File: src/rtl/spi_sync_edge.sv
// Purpose: multi-stage synchroniser for one asynchronous pin plus a rise/fall pulse detector.
// Latency: o_rise/o_fall assert SYNC_STAGES cycles after the pin changes and last one cycle.
// Backpressure: none; every edge that survives synchronisation produces exactly one pulse.
module spi_sync_edge #(
    parameter int   SYNC_STAGES = 2,
    parameter logic RST_VAL     = 1'b0
) (
    input  logic clk,
    input  logic rst,
    input  logic i_d,
    output logic o_rise,
    output logic o_fall
);

    logic [SYNC_STAGES-1:0] r_sync;
    logic                   r_prev;
    logic                   w_level;

    assign w_level = r_sync[SYNC_STAGES-1];

    // Shift the pin through the synchroniser chain and keep one extra stage for edge detection.
    always_ff @(posedge clk) begin
        if (rst) begin
            r_sync <= {SYNC_STAGES{RST_VAL}};
            r_prev <= RST_VAL;
        end else begin
            r_sync[0] <= i_d;
            for (int i = 1; i < SYNC_STAGES; i++) begin
                r_sync[i] <= r_sync[i-1];
            end
            r_prev <= w_level;
        end
    end

    assign o_rise = w_level & ~r_prev;
    assign o_fall = ~w_level & r_prev;

endmodule

File: src/rtl/spi_slave.sv
// Purpose: SPI mode-0 responder, MSB first, one RX and one TX holding byte towards the CPU.
// Latency: pin to action SYNC_STAGES+1 clk; rx_full/dout one clk after the completing sck rise.
// Backpressure: none on SPI; an unread RX byte causes the next one to be dropped with overrun.
module spi_slave #(
    parameter int         SYNC_STAGES = 2,
    parameter logic [7:0] IDLE_BYTE   = 8'hFF
) (
    input  logic       clk,
    input  logic       rst,
    input  logic       spi_cs_n,
    input  logic       spi_clk,
    input  logic       spi_di,
    output logic       spi_do,
    output logic       spi_do_oe,
    input  logic [7:0] din,
    input  logic       tx_load,
    output logic       tx_empty,
    output logic [7:0] dout,
    output logic       rx_full,
    input  logic       rx_read,
    output logic       overrun,
    output logic       busy
);

    localparam int BITCNT_W = 3;

    typedef enum logic {
        ST_IDLE  = 1'b0,
        ST_SHIFT = 1'b1
    } state_t;

    state_t                r_state;
    logic [BITCNT_W-1:0]   r_bitcnt;
    logic                  r_reload;
    logic [7:0]            r_tx_shift;
    logic [7:0]            r_tx_hold;
    logic                  r_tx_empty;
    logic [7:0]            r_rx_shift;
    logic [7:0]            r_dout;
    logic                  r_rx_full;
    logic                  r_overrun;
    logic                  r_busy;
    logic                  r_oe;
    logic [SYNC_STAGES-1:0] r_di_sync;

    logic       w_cs_rise;
    logic       w_cs_fall;
    logic       w_sck_rise;
    logic       w_sck_fall;
    logic       w_di_s;
    logic       w_reload;
    logic [7:0] w_tx_next;
    logic [7:0] w_rx_byte;

    // Chip select chain resets to "selected": a cs_n still held low across reset then
    // shows no falling edge, so no frame starts until the master releases and reasserts it.
    spi_sync_edge #(
        .SYNC_STAGES (SYNC_STAGES),
        .RST_VAL     (1'b0)
    ) u_cs_sync (
        .clk    (clk),
        .rst    (rst),
        .i_d    (spi_cs_n),
        .o_rise (w_cs_rise),
        .o_fall (w_cs_fall)
    );

    spi_sync_edge #(
        .SYNC_STAGES (SYNC_STAGES),
        .RST_VAL     (1'b0)
    ) u_sck_sync (
        .clk    (clk),
        .rst    (rst),
        .i_d    (spi_clk),
        .o_rise (w_sck_rise),
        .o_fall (w_sck_fall)
    );

    // MOSI needs the same depth as SCK so the sampled bit lines up with the detected rise.
    always_ff @(posedge clk) begin
        if (rst) begin
            r_di_sync <= '0;
        end else begin
            r_di_sync[0] <= spi_di;
            for (int i = 1; i < SYNC_STAGES; i++) begin
                r_di_sync[i] <= r_di_sync[i-1];
            end
        end
    end

    assign w_di_s    = r_di_sync[SYNC_STAGES-1];
    assign w_rx_byte = {r_rx_shift[6:0], w_di_s};

    // Decide when the TX shift register takes a fresh byte and which byte that is;
    // a CPU write landing on the reload cycle goes straight into the shifter if the holder is free.
    always_comb begin
        w_reload  = 1'b0;
        w_tx_next = IDLE_BYTE;
        if (r_state == ST_IDLE) begin
            w_reload = w_cs_fall;
        end else begin
            w_reload = !w_cs_rise && w_sck_fall && r_reload;
        end
        if (!r_tx_empty) begin
            w_tx_next = r_tx_hold;
        end else if (tx_load) begin
            w_tx_next = din;
        end
    end

    // Frame state machine, shifters and CPU-side flags, all in one registered block.
    always_ff @(posedge clk) begin
        if (rst) begin
            r_state    <= ST_IDLE;
            r_bitcnt   <= '0;
            r_reload   <= 1'b0;
            r_tx_shift <= 8'hFF;
            r_tx_hold  <= 8'h00;
            r_tx_empty <= 1'b1;
            r_rx_shift <= 8'h00;
            r_dout     <= 8'h00;
            r_rx_full  <= 1'b0;
            r_overrun  <= 1'b0;
            r_busy     <= 1'b0;
            r_oe       <= 1'b0;
        end else begin
            if (rx_read) begin
                r_rx_full <= 1'b0;
                r_overrun <= 1'b0;
            end
            if (tx_load) begin
                r_tx_hold  <= din;
                r_tx_empty <= 1'b0;
            end

            // Holder stays occupied only if it was full and the CPU refilled it this cycle.
            if (w_reload) begin
                r_tx_shift <= w_tx_next;
                r_tx_empty <= r_tx_empty || !tx_load;
            end

            case (r_state)
                ST_IDLE: begin
                    if (w_cs_fall) begin
                        r_state  <= ST_SHIFT;
                        r_busy   <= 1'b1;
                        r_oe     <= 1'b1;
                        r_bitcnt <= '0;
                        r_reload <= 1'b0;
                    end
                end
                ST_SHIFT: begin
                    if (w_cs_rise) begin
                        // Partial byte is simply abandoned; nothing reaches the CPU side.
                        r_state  <= ST_IDLE;
                        r_busy   <= 1'b0;
                        r_oe     <= 1'b0;
                        r_bitcnt <= '0;
                        r_reload <= 1'b0;
                    end else begin
                        if (w_sck_rise) begin
                            r_rx_shift <= w_rx_byte;
                            r_bitcnt   <= r_bitcnt + 1'b1;
                            if (r_bitcnt == 3'd7) begin
                                r_reload <= 1'b1;
                                if (!r_rx_full || rx_read) begin
                                    r_dout    <= w_rx_byte;
                                    r_rx_full <= 1'b1;
                                end else begin
                                    r_overrun <= 1'b1;
                                end
                            end
                        end
                        if (w_sck_fall) begin
                            if (r_reload) begin
                                r_reload <= 1'b0;
                            end else begin
                                r_tx_shift <= {r_tx_shift[6:0], 1'b1};
                            end
                        end
                    end
                end
                default: r_state <= ST_IDLE;
            endcase
        end
    end

    assign spi_do    = r_tx_shift[7];
    assign spi_do_oe = r_oe;
    assign tx_empty  = r_tx_empty;
    assign dout      = r_dout;
    assign rx_full   = r_rx_full;
    assign overrun   = r_overrun;
    assign busy      = r_busy;

endmodule

File: config.mk
export PLATFORM = sky130hd
export DESIGN_NAME = spi_slave
export DESIGN_NICKNAME = d
export VERILOG_FILES = /design/src/rtl/spi_sync_edge.sv /design/src/rtl/spi_slave.sv
export SDC_FILE = /design/constraint.sdc
export NUM_CORES = 1
export LEC_CHECK = 0
export BUFFER_PORTS_ARGS = -buffer_cell sky130_fd_sc_hd__buf_4
export CELL_PAD_IN_SITES_DETAIL_PLACEMENT = 0
export CELL_PAD_IN_SITES_GLOBAL_PLACEMENT = 2
export CORE_MARGIN = 4
export CORE_UTILIZATION = 31
export CTS_CLUSTER_DIAMETER = 150
export DETAILED_ROUTE_END_ITERATION = 8
export PLACE_DENSITY = 0.79
export SLEW_MARGIN = 25
export SYNTH_ARGS = -nofsm -noshare
export SYNTH_HDL_FRONTEND = slang
export SYNTH_HIERARCHICAL = 1
export SYNTH_SLANG_ARGS = --single-unit
File: constraint.sdc
create_clock -name clk -period 1.65 [get_ports clk]
set_input_delay 0 -clock clk [delete_from_list [all_inputs] [get_ports clk]]
set_output_delay 0 -clock clk [all_outputs]
set_load 0.01 [all_outputs]
==> results <==
- The most instantiated flip-flop cell in the synthesis netlist is dfxtp_1.
- The slowest stage of the critical path is the or2b_1 cell.
- The pre-antenna-repair detailed-routing pass consisted of 4 iterations.
- The cell sitting at the root of the clock tree is a clkbuf_8.
- The launching element type of the critical path is a flip-flop.
- TritonCTS built the clock tree.
- Yosys attributes the largest share of cell area to dfxtp_1 (48%), nor2b_1 (6.6%), a21oi_1 (5.2%), mux2i_1 (4.0%), nand2_1 (3.7%).
- The startpoint-to-endpoint class of the critical path is flip-flop to flip-flop.
- Counting flops and latches in the post-synthesis netlist gives 48.
- The routed wire length per instance is 12.04 um.
- The kind of end point of the critical path is a flip-flop.
- The top cell type by area accounts for ~48% of the synthesized area.
- For the finished layout, the period the worst path requires is 1.518 ns.
- The die boundary width is 88.44 um.
- The worst-case headroom to the max-slew limit is 63.43%.
- Data arrives at the worst endpoint at 1.71 ns.
- The minimum setup slack in the final design is around 0.13 ns.
- Entering global routing, the biggest net connects 30 pins.
- The required time of the worst setup path is 1.84 ns.
- The number of vias after detailed routing is 1,645.
- The aggregate negative setup slack is 0 ns.
- Power spread over the standard cell area amounts to just under 900 nW/um^2.
- The final hold violation count is 0.
- The total congestion overflow after global routing is 0.
- The share of post-route cells with drive strength above 1 is 18.94%.
- The routed wire length is 4106 um.
- The average instance area after synthesis is 9.117 sq um.
- CTS built an H-tree with a depth of 2.
- The initial antenna violation count is 0.
- The number of max-slew violations in the final report came to 0.
- Using the TritonRoute via totals, the vias-per-cell ratio works out to 4.824.
- Setup violations remaining at the end of the flow were counted as 0.
- The tool flagged a number of max-cap violations equal to 0.
- The number of inserted diodes is 0.
- The run finished with clean final reports.
- The number of buffers inserted by post-CTS setup repair is 0.
- For this run, design rule violations remaining after detail routing come to 0.
- The detailed-placement wirelength estimate is ~2800 um.
- The total number of clock tree sinks is 48.
- For the pin with the worst max-slew slack, the measured transition is 0.5479 ns.
- For this design the static power due to leakage is 1.043 nW.
- The total routing usage reported by global routing is 11.70%.
- The top-level port count is 29.
- The fraction of registers with async set or reset after synthesis is 0%.
- The maximum clock frequency is 658.7 MHz.
- After filler insertion, the fill cell instance count of the layout stands at 679.
- The number of global-route vias before repair is 1,592.
- The largest vdd supply drop is 0.0003717 V.
- The clock input transition at the sequential cells of the worst setup and hold paths is ~0.09 ns.
- During placement, the flow inserted port buffers numbering 28.
- Setup repair after global routing left no endpoint under its margin.
- The worst-skew pair later-pin latency is 0.30 ns.
- The count of different cell masters after synthesis is 35.
- dfxtp_1 takes more of the synthesized area than any other cell.
- OpenSTA, run right after detailed placement, puts the worst setup slack at 0.04756 ns.
- The clock passes through at most 2 buffers.
- After synthesis, flip-flops and latches occupy 47.91% of the total area.
- The violation count after the first detailed-route iteration is 43.
- The delay of the slowest critical-path stage is 0.36 ns.
- The worst clock skew is between 0.007 and 0.008 ns.
- For this run, the number of Yosys warnings is 6.
- The number of placement rows is 29.
- The final worst-path cycle share is 92.00%.
- Once the floorplan was initialized, standard cells occupied 31.77% of the core.
- Traced cell by cell, the critical path runs through nor2b_2, nor4bb_2, or2b_1, o32a_1.
- Along the worst path, the maximum fanout reaches 7.
- The core region is 6314 sq um.
- The net count reported at finish is 280.
- The class of the tightest hold or removal check is primary input to flip-flop.
- The wire length of the first global-routing pass is between 7000 and 8000 um.
- In this run the remaining antenna-violating nets after routing total 0.
- Synthesis handed over a netlist of 220 instances.
- Synthesis produced a netlist with a net count of 237.
- Routability-driven placement finished with a final weighted congestion of 0.6859.
- Clock tree synthesis inserted a total of 5 buffers.
- The combined area of all synthesized cells is between 2000 and 2500 sq um.
- The area enclosed by the die boundary is 7821 sq um.
- The die is 88.44 um tall.
- Compared with the post-synthesis result, the final layout area differs by 28.45%.
- The number of synthesized flops with an enable pin is 0.
==> sequential cells by signal (all words and copies together) (netlist names), 2 cells and up <==
register	count
u_cs_sync/r_sync	2
r_rx_shift	7
r_bitcnt	3
u_sck_sync/r_sync	2
r_tx_shift	8
r_tx_hold	8
dout	8
r_di_sync	2
==> per-layer routing <==
| metal | share of wire [%] | global-route usage [%] | routed length [um] |
|---|---|---|---|
| met1 | 49 | 14.69 | 1999 |
| met2 | 45 | 19.17 | 1844 |
| met3 | 4.8 | 3.352 | 197 |
| met4 | 1.6 | 4.121 | 64 |
| met5 | 0 | 0 | 0 |
==> cells in the final DEF (no fill, tap or decap), types with 2 or more instances in the layout <==
| master | instances |
|---|---|
| and3_1 | 6 |
| ha_1 | 2 |
| nand2_1 | 20 |
| nor2_1 | 20 |
| clkbuf_8 | 5 |
| dfxtp_1 | 48 |
| nand3_1 | 9 |
| a21oi_1 | 21 |
| nand2b_1 | 3 |
| a31oi_1 | 2 |
| buf_4 | 34 |
| a221oi_1 | 8 |
| inv_1 | 2 |
| dlygate4sd3_1 | 18 |
| mux2i_1 | 8 |
| o21ai_0 | 10 |
| nor2b_1 | 20 |
| o32a_1 | 7 |
| nor3_1 | 2 |
==> kinds of logic after synthesis <==
group,after synthesis,share of synthesized area (%)
buffers and inverters,19,5.240
muxes,8,3.993
AOI/OAI and AO/OA,51,16.72
DFF,48,47.91
and+or+nand+nor,92,24.89
adders and majority gates,2,1.247
==> per-stage QoR <==
stage / std cells / power, mW / util, % / instance area (sq um) / hold WS (ns)
4_1_cts: 341 / 2.277 / 40.67 / 2567 / 0.0005219
3_3_place_gp: 315 / 1.403 / 36.11 / 2280 / 0.1908
3_5_place_dp: 315 / 1.402 / 36.11 / 2280 / 0.1891
2_1_floorplan: 220 / 1.342 / - / 2006 / 0.07161
6_report: 341 / 2.230 / 40.80 / 2576 / 0.004078
5_1_grt: 341 / 2.345 / 40.80 / 2576 / 0.007671
==> synth_stat cells (all sizes together), types with 2 or more instances <==
master  count
nor3        2
a21oi      21
o32a        7
o21ai      10
a221oi      8
and3        7
nor2       20
ha          2
or2         2
buf        12
mux2i       8
clkbuf      5
nor2b      21
a31oi       2
nand2      20
nand3       9
inv         2
dfxtp      48
nand4b      2
nand2b      3
==> path summary, 6_finish.rpt <==
path                                    endpoint                            from  slack, ns  depth (start not counted)
setup reg to reg        r_tx_shift[5]$_SDFF_PP1_    u_sck_sync/r_prev$_SDFF_PP0_       0.13                          4
hold / removal         r_tx_hold[2]$_SDFFE_PP0P_                             rst      0.004                          2
setup / recovery        r_tx_shift[5]$_SDFF_PP1_    u_sck_sync/r_prev$_SDFF_PP0_       0.13                          4
hold reg to reg   u_cs_sync/r_sync[1]$_SDFF_PP0_  u_cs_sync/r_sync[0]$_SDFF_PP0_       0.44                          1
==> area by class of cell <==
cell class / instances / area [sq um] / share of cell area, %
multi-input combinational: 153 / 948.4 / 36.81
inverter: 2 / 7.507 / 0.2914
sequential: 48 / 960.9 / 37.30
tap: 77 / 96.34 / 3.740
timing repair buffer: 53 / 455.4 / 17.68
clock buffer: 6 / 72.57 / 2.817
clock inverter: 2 / 35.03 / 1.360
==> worst max-delay path, delay by kind of cell, from the launching register on <==
| kind | cells | cell delay (ns) |
|---|---|---|
| compound gates | 1 | 0.20 |
| flops | 1 | 0.33 |
| simple gates | 3 | 0.90 |
==> where the power goes <==
part,switching (mW),internal (mW)
logic,0.0808,0.113
registers,0.0256,1.19
clock network,0.373,0.450
==> what timing repair did <==
action	in CTS	in global routing
setup endpoints to repair	0	7
hold buffers	18	0
endpoints found under the hold margin	12	0
resized for setup	0	2
Power figures use the tool's default switching activity.
